===== src/rtl/mxv_pkg.sv =====
// -----------------------------------------------------------------------------
// mxv_pkg
// Shared constants and types for the matrix-vector result path.
//   DW_DBL      : width of one double-width accumulator result word
//   OUT_W       : width of one beat on the byte-oriented output path
//   SER_BEATS   : number of data beats needed to drain one word
//   ser_state_t : serializer state encoding (IDLE, SEND)
// -----------------------------------------------------------------------------
package mxv_pkg;

   localparam int unsigned DW_DBL    = 16;
   localparam int unsigned OUT_W     = 8;
   localparam int unsigned SER_BEATS = DW_DBL / OUT_W;

   typedef enum logic {
      IDLE,
      SEND
   } ser_state_t;

endpackage : mxv_pkg


===== src/rtl/ser_beat_counter.sv =====
// -----------------------------------------------------------------------------
// ser_beat_counter
// Up-counter with synchronous clear, count enable and a terminal-count flag.
// Counts the beats of the word in flight inside dbl_word_serializer.
//   clk      : clock, rising edge
//   rst      : synchronous active-high reset (count -> 0)
//   clr_i    : synchronous clear, wins over en_i
//   en_i     : increment by one
//   count_o  : current count
//   tc_o     : count equals TERMINAL
// -----------------------------------------------------------------------------
module ser_beat_counter #(
   parameter int unsigned WIDTH    = 2,
   parameter int unsigned TERMINAL = 1
) (
   input  logic             clk,
   input  logic             rst,
   input  logic             clr_i,
   input  logic             en_i,
   output logic [WIDTH-1:0] count_o,
   output logic             tc_o
);

   logic [WIDTH-1:0] count_q;

   always_ff @(posedge clk) begin
      if (rst) begin
         count_q <= '0;
      end else if (clr_i) begin
         count_q <= '0;
      end else if (en_i) begin
         count_q <= count_q + WIDTH'(1);
      end
   end

   assign count_o = count_q;
   assign tc_o    = (count_q == WIDTH'(TERMINAL));

endmodule : ser_beat_counter


===== src/rtl/dbl_word_serializer.sv =====
// -----------------------------------------------------------------------------
// dbl_word_serializer
// Captures one DW_DBL-bit result word and emits it as DW_DBL/OUT_W beats of
// OUT_W bits over a valid/ready handshake, most-significant slice first.
// Optional feature macro: SER_CHKSUM_EN appends one beat carrying the XOR of
// all data slices; out_last then marks that checksum beat.
//   clk       : clock, rising edge
//   rst       : synchronous active-high reset, dominates flush
//   flush     : synchronous abort of the word in flight (also blocks capture)
//   in_valid  : in_data holds a word
//   in_ready  : word accepted this cycle if in_valid (registered, state only)
//   in_data   : word to serialize
//   out_valid : out_data holds a beat
//   out_ready : downstream accepts the beat
//   out_data  : current beat
//   out_last  : current beat is the final one of the word
//   busy      : a word is in flight
// -----------------------------------------------------------------------------
module dbl_word_serializer #(
   parameter int unsigned DW_DBL = mxv_pkg::DW_DBL,
   parameter int unsigned OUT_W  = mxv_pkg::OUT_W
) (
   input  logic              clk,
   input  logic              rst,
   input  logic              flush,
   input  logic              in_valid,
   output logic              in_ready,
   input  logic [DW_DBL-1:0] in_data,
   output logic              out_valid,
   input  logic              out_ready,
   output logic [OUT_W-1:0]  out_data,
   output logic              out_last,
   output logic              busy
);

   import mxv_pkg::*;

   localparam int unsigned BEATS = DW_DBL / OUT_W;
`ifdef SER_CHKSUM_EN
   localparam int unsigned TOTAL = BEATS + 1;
`else
   localparam int unsigned TOTAL = BEATS;
`endif
   localparam int unsigned CNT_W = $clog2(TOTAL + 1);

   ser_state_t        state_q;
   logic [DW_DBL-1:0] shift_q;
   logic [DW_DBL-1:0] shift_d;
   logic              in_ready_q;
   logic [CNT_W-1:0]  beat_cnt;
   logic              beat_tc;
   logic [OUT_W-1:0]  head_slice;
   logic              data_beat;
   logic              capture;
   logic              cnt_clr;
   logic              cnt_en;
`ifdef SER_CHKSUM_EN
   logic [OUT_W-1:0]  chk_q;
`endif

   assign head_slice = shift_q[DW_DBL-1 -: OUT_W];
   assign shift_d    = shift_q << OUT_W;
   // Beats below BEATS come from the shift register; the one after them (if
   // present) is the checksum beat.
   assign data_beat  = (beat_cnt < CNT_W'(BEATS));
   assign capture    = (state_q == IDLE) && in_ready_q && in_valid && !flush;
   assign cnt_clr    = flush || capture;
   assign cnt_en     = (state_q == SEND) && out_ready && data_beat && !flush;

   ser_beat_counter #(
      .WIDTH    (CNT_W),
      .TERMINAL (TOTAL - 1)
   ) u_beat_counter (
      .clk     (clk),
      .rst     (rst),
      .clr_i   (cnt_clr),
      .en_i    (cnt_en),
      .count_o (beat_cnt),
      .tc_o    (beat_tc)
   );

   // NOTE: sequential state uses non-blocking assignments only, so every
   // register here samples the same pre-edge values.
   always_ff @(posedge clk) begin
      if (rst) begin
         state_q    <= IDLE;
         shift_q    <= '0;
         in_ready_q <= 1'b0;
`ifdef SER_CHKSUM_EN
         chk_q      <= '0;
`endif
      end else if (flush) begin
         state_q    <= IDLE;
         shift_q    <= '0;
         in_ready_q <= 1'b1;
      end else begin
         case (state_q)
            IDLE: begin
               in_ready_q <= 1'b1;
               if (capture) begin
                  shift_q    <= in_data;
                  state_q    <= SEND;
                  in_ready_q <= 1'b0;
`ifdef SER_CHKSUM_EN
                  chk_q      <= '0;
`endif
               end
            end
            SEND: begin
               if (out_ready) begin
                  if (data_beat) begin
                     shift_q <= shift_d;
`ifdef SER_CHKSUM_EN
                     chk_q   <= chk_q ^ head_slice;
`endif
                  end
                  // Word fully drained: in_ready rises the cycle after.
                  if (beat_tc) begin
                     state_q    <= IDLE;
                     in_ready_q <= 1'b1;
                  end
               end
            end
            default: begin
               state_q    <= IDLE;
               in_ready_q <= 1'b0;
            end
         endcase
      end
   end

   // NOTE: out_data gets its default first so this block can never infer a latch.
   always_comb begin
      out_data = head_slice;
`ifdef SER_CHKSUM_EN
      if (!data_beat) begin
         out_data = chk_q;
      end
`endif
   end

   assign in_ready  = in_ready_q;
   assign out_valid = (state_q == SEND);
   assign busy      = (state_q == SEND);
   // Gated by state: after the checksum beat the counter rests on TOTAL-1.
   assign out_last  = (state_q == SEND) && beat_tc;

endmodule : dbl_word_serializer


===== config.mk =====
export PLATFORM = sky130hd
export DESIGN_NAME = dbl_word_serializer
export DESIGN_NICKNAME = d
export VERILOG_FILES = /design/src/rtl/mxv_pkg.sv /design/src/rtl/ser_beat_counter.sv /design/src/rtl/dbl_word_serializer.sv
export SDC_FILE = /design/constraint.sdc
export NUM_CORES = 1
export LEC_CHECK = 0
export CELL_PAD_IN_SITES_DETAIL_PLACEMENT = 0
export CELL_PAD_IN_SITES_GLOBAL_PLACEMENT = 1
export CORE_ASPECT_RATIO = 2
export CORE_MARGIN = 2
export CORE_UTILIZATION = 36
export CTS_BUF_LIST = sky130_fd_sc_hd__clkbuf_16
export DETAILED_ROUTE_END_ITERATION = 10
export GPL_TIMING_DRIVEN = 0
export PLACE_DENSITY = 0.87
export SYNTH_ARGS = -nofsm -noshare
export SYNTH_HDL_FRONTEND = slang
export SYNTH_SLANG_ARGS = --single-unit

===== constraint.sdc =====
create_clock -name clk -period 2.8 [get_ports clk]
set_input_delay 0.56 -clock clk [delete_from_list [all_inputs] [get_ports clk]]
set_output_delay 0.56 -clock clk [all_outputs]
set_load 0.01 [all_outputs]

# Word-level counts from Yosys, hierarchy flattened
# Cells that the tools add are included.
totals:
  ff_bits: 20
  latchBits: 0
  ramBits: 0
  rom_bits: 0
  out_inout_bits: 12
  n_memories: 0
classes:
  n_addsub: 1
  multipliers: 0
  n_div: 0
  n_lt_le_gt_ge: 1
  n_eq_ne: 6
  n_shift: 0
  muxes: 13
  n_bitwise: 1
  reduce_logical: 13
op_table:
  columns: ["operator", "n"]
  rows:
  - ["two-way mux 16 bit", 3]
  - ["one-hot mux 16 bit (2 select lines)", 1]
  - ["logical AND 1 bit", 7]
  - ["two-way mux 1 bit", 7]
  - ["inequality test 2 bit (second input constant)", 2]
  - ["one-hot mux 1 bit (2 select lines)", 2]
  - ["OR reduction 2 bit", 2]
  - ["inequality test 3 x 2 -> 1 bit (second input constant)", 1]
  - ["inequality test 3 bit (second input constant)", 1]
  - ["AND reduction 3 bit", 1]
  - ["adder 2 x 1 -> 2 bit (second input constant)", 1]
  - ["equality test 2 x 1 -> 1 bit (second input constant)", 1]
  - ["< comparator 2 bit (second input constant)", 1]
  - ["inequality test 2 x 1 -> 1 bit (second input constant)", 1]
  - ["AND reduction 2 bit", 1]
  - ["zero test 1 bit", 1]
  - ["logical OR 1 bit", 1]
  - ["NOT 1 bit", 1]

# Longest topological paths before layout
depth:
  ltp_word: 7
  mapped_depth: 5
  depth_no_buf: 5

# By module
# From an unflattened synthesis, not the netlist that was laid out.
unflattened:
  cells_unflattened: 87
  hier_area_um2: 965.9
by_module_without_submodules:
  columns: ["mod", "instances", "cells_per_inst", "area_each_um2", "seq_area_each_um2"]
  rows:
  - ["dbl_word_serializer", 1, 79, 872.1, 360.3]
  - ["ser_beat_counter", 1, 8, 93.8, 40.0]

# Worst setup path before layout
# No wires, ideal clock.
synth_path:
  path_type: "register to output"
  startpoint: "reg state_q, in the netlist busy"
  endpoint: "out out_last"
  arrival_ns: 0.915
  setup_slack_ns: 1.325
  stages_incl_launch_ff: 3
  cell_sequence: "dfxtp_1 > buf_2 > and2_1"
synth_via:
  elab_chain_cells: 1
synth_lines:
  columns: ["item", "line", "source"]
  rows:
  - ["start, declared", "dbl_word_serializer.sv:46", "ser_state_t state_q;"]
  - ["start signal, assigned", "dbl_word_serializer.sv:86", "state_q <= IDLE;"]
  - ["start signal, assigned", "dbl_word_serializer.sv:93", "state_q <= IDLE;"]
  - ["start signal, assigned", "dbl_word_serializer.sv:102", "state_q <= SEND;"]
  - ["logical AND 1 bit", "dbl_word_serializer.sv:146", "assign out_last = (state_q == SEND) && beat_tc;"]
  - ["end, declared", "dbl_word_serializer.sv:32", "output logic out_last,"]
# Every way passes these cells.

# Final worst setup path
# Same ends and word-level chain as after synthesis.

==> impl_metrics.yaml <==
critical_path:
  critical_path.slowest_cell: "clkdlybuf4s50_1"
  rr_worst_depth: 4
  path_cells: "buf_2 -> and2_1 -> clkdlybuf4s50_1"
  setup.worst_path.end_class: "output pin"
  crit_path_start_kind: "register"
  cp_top_family: "buffers and inverters"
  critPathRequiredTime_ns: 2.24
  critPathArrivalTime_ns: 1.74
  crit_buf_inv: 2
  r2r_slack_ns: 1.42
  crit_type: "register to output pin"
  r2r-end: "shift_q[4]$_SDFFE_PP0P_"
  max_stage_delay_ns: 0.53
  cp_max_fo: 10
  r2r_start: "busy$_SDFF_PP0_"
timing:
  rsz0062_at_grt: "no"
  worstMarginPinSlew_ns: 0.5480
  period_needed_ns: 2.296
  relSlewSlack: 0.6333
  max_clock_freq_ghz: 0.4355
  setup_violations: 0
  tns_ns: 0
  finalClockSkew_ns: 0.001668
  period_share: 0.8200
  report.final.slew_viol_count: 0
  finalHoldViolations: 0
die:
  die_area_sq_mm: 0.003142
  die_h_um: 77.30
  core_sq_mm: 0.002570
  fp-row-count: 26
  fp.dieW_um: 40.65
  initial_utilization: 0.3763
  num_io_pins: 33
placed_design:
  dp.cells: 150
  portBuffers: 32
  dp_hpwl_um: 1728
  placed_cell_area_sq_mm: 0.001323
  gp_congestion: 0.7100
drt:
  drt_pass1_iterations: 4
  ant_nets: 0
  routed_via_density: 5.104
  drt_iter0_drc: 5
  drc_errors: 0
  routedWlPerCell_um: 14.07
  routed-via-count: 786
  wl_um: 2167
logic_synthesis:
  synth-compound-area-share: 0.2070
  synth_area_leaders: "dfxtp_1 (41%), a211oi_2 (10%), a32o_1 (8.3%)"
  synthCells: 90
  synthMuxAreaShare: 0.08279
  synthSimpleGateAreaFrac: 0.1578
  synth_fa_ha_area_frac: 0.01294
  synth_top_family_by_area: "compound AO/OA/AOI/OAI gates"
  syn_nets: 112
  seq_area_frac_synth: 0.4140
  syn_area_sq_um: 967.2
  synth-warning-count: 0
  yosysTopAreaCellShare: 0.4140
  syn_avg_cell_area_sq_um: 10.75
  synth_cell_types: 22
  synth-seq-cells: 20
  synth_top_area_cell: "dfxtp_1"
  synth_xor_xnor_area_share: 0.009056
power:
  power_density_mw_per_mm2: 488.8
  power_w: 0.0006850
  vdd_ir_drop_max_uv: 281.7
  p_leak_nw: 0.5193
clock_tree:
  clk_pin_slew_ns: 0.05
  clock-root-buffer: "clkbuf_16"
  post-cts-setup-buffers: 0
  ctsHtreeMaxLevel: 1
  ctsHoldBuffers: 0
  numCtsBuffers: 3
  cts.repair.resized: 0
  cts_num_sinks: 20
  cts_tree: "done"
  clock_latency_ns: 0.25
  clockBufferDepth: 2
global_routing:
  grtUsageTotal: 0.1618
  grt_antenna_before_repair: 0
  overflow: 0
  grt_pass1_vias: 827
  grt_pass1_wl_um: 3567
  grt_max_degree: 12
cells_and_area:
  final_common_cell: "clkdlybuf4s50_1"
  n_antenna_cell: 0
  nNetsFinal: 149
  syn_to_final_growth_pct: 44.89
  layoutNonFillerInstCount: 154
  design_area_sq_mm: 0.001401
  final_util: 0.5453
  layout_common_cells: "clkdlybuf4s50_1 (32), dfxtp_1 (20), nor3_1 (12), buf_4 (9)"
  drive_gt1_frac: 0.2143
  fill_cells: 237
min_path:
  holdPathStages: 1
  hold_class: "register to register"
  worstHoldStart: "shift_q[7]$_SDFFE_PP0P_"
  whs_endpoint: "shift_q[7]$_SDFFE_PP0P_"
outcome:
  status: "finished clean"
flow_run:
  cap_violations: 0
## flip-flops by register name, indices dropped and copies added (netlist names)
signal                  count
busy                        1
in_ready                    1
shift_q                    16
u_beat_counter.count_o      2
## cells in the mapped netlist (all sizes together)
master and instances:
or2 2, nor3 12, a21bo 1, nor2 4
ha 1, xnor2 1, dfxtp 20, a211oi 8
buf 14, a32o 8, mux2i 8, inv 2
nand2 1, a21oi 2, nor2b 1, nand3b 1
and2 1, and4bb 2, and3b 1
## cell type report
cell class,instances,area [sq um],area share
inverter,2,7.507,0.005357
multi-input combinational,54,454.2,0.3241
clock buffer,3,75.07,0.05357
clock inverter,1,3.754,0.002679
sequential,20,400.4,0.2857
buffer,14,105.1,0.07500
timing repair buffer,32,320.3,0.2286
tap,28,35.03,0.02500
## power by group
group / internal [W] / switching [W]
logic: 0.0000575 / 0.0000401
clock network: 0.000190 / 0.0000996
registers: 0.000292 / 0.00000533
total: 0.000540 / 0.000145
## metrics by stage
stage	hold WS (ns)	setup WS, ns
6_report	0.4924	0.5040
5_1_grt	0.5065	0.4358
4_1_cts	0.4973	0.4895
3_5_place_dp	0.4849	0.7172
3_3_place_gp	0.4764	0.7539
2_1_floorplan	0.4686	1.325
## worst max path at each step
stage	startpoint	to	slack, ns	depth (start not counted)
4_1_cts	busy$_SDFF_PP0_	out_last	0.49	3
2_1_floorplan	busy$_SDFF_PP0_	out_last	1.33	2
3_3_place_gp	flush	shift_q[4]$_SDFFE_PP0P_	0.75	5
3_5_place_dp	flush	shift_q[4]$_SDFFE_PP0P_	0.72	5
5_1_grt	busy$_SDFF_PP0_	out_last	0.44	3
6_report	busy$_SDFF_PP0_	out_last	0.50	3
## per-layer routing
metal  routed length, um  vias up  global-route usage
li1                    -      398                   -
met1                 830      363              0.1740
met2                1221       21              0.2778
met3                  82        4             0.02601
met4                  33        0             0.07667
met5                   0        -                   0
## cell families after synthesis
family,after synthesis
buf+inv,16
simple gates,25
xor+xnor,1
mux,8
compound gates,19
flops,20
fa+ha+maj,1
Note: power is estimated with default switching activity, not from simulation.
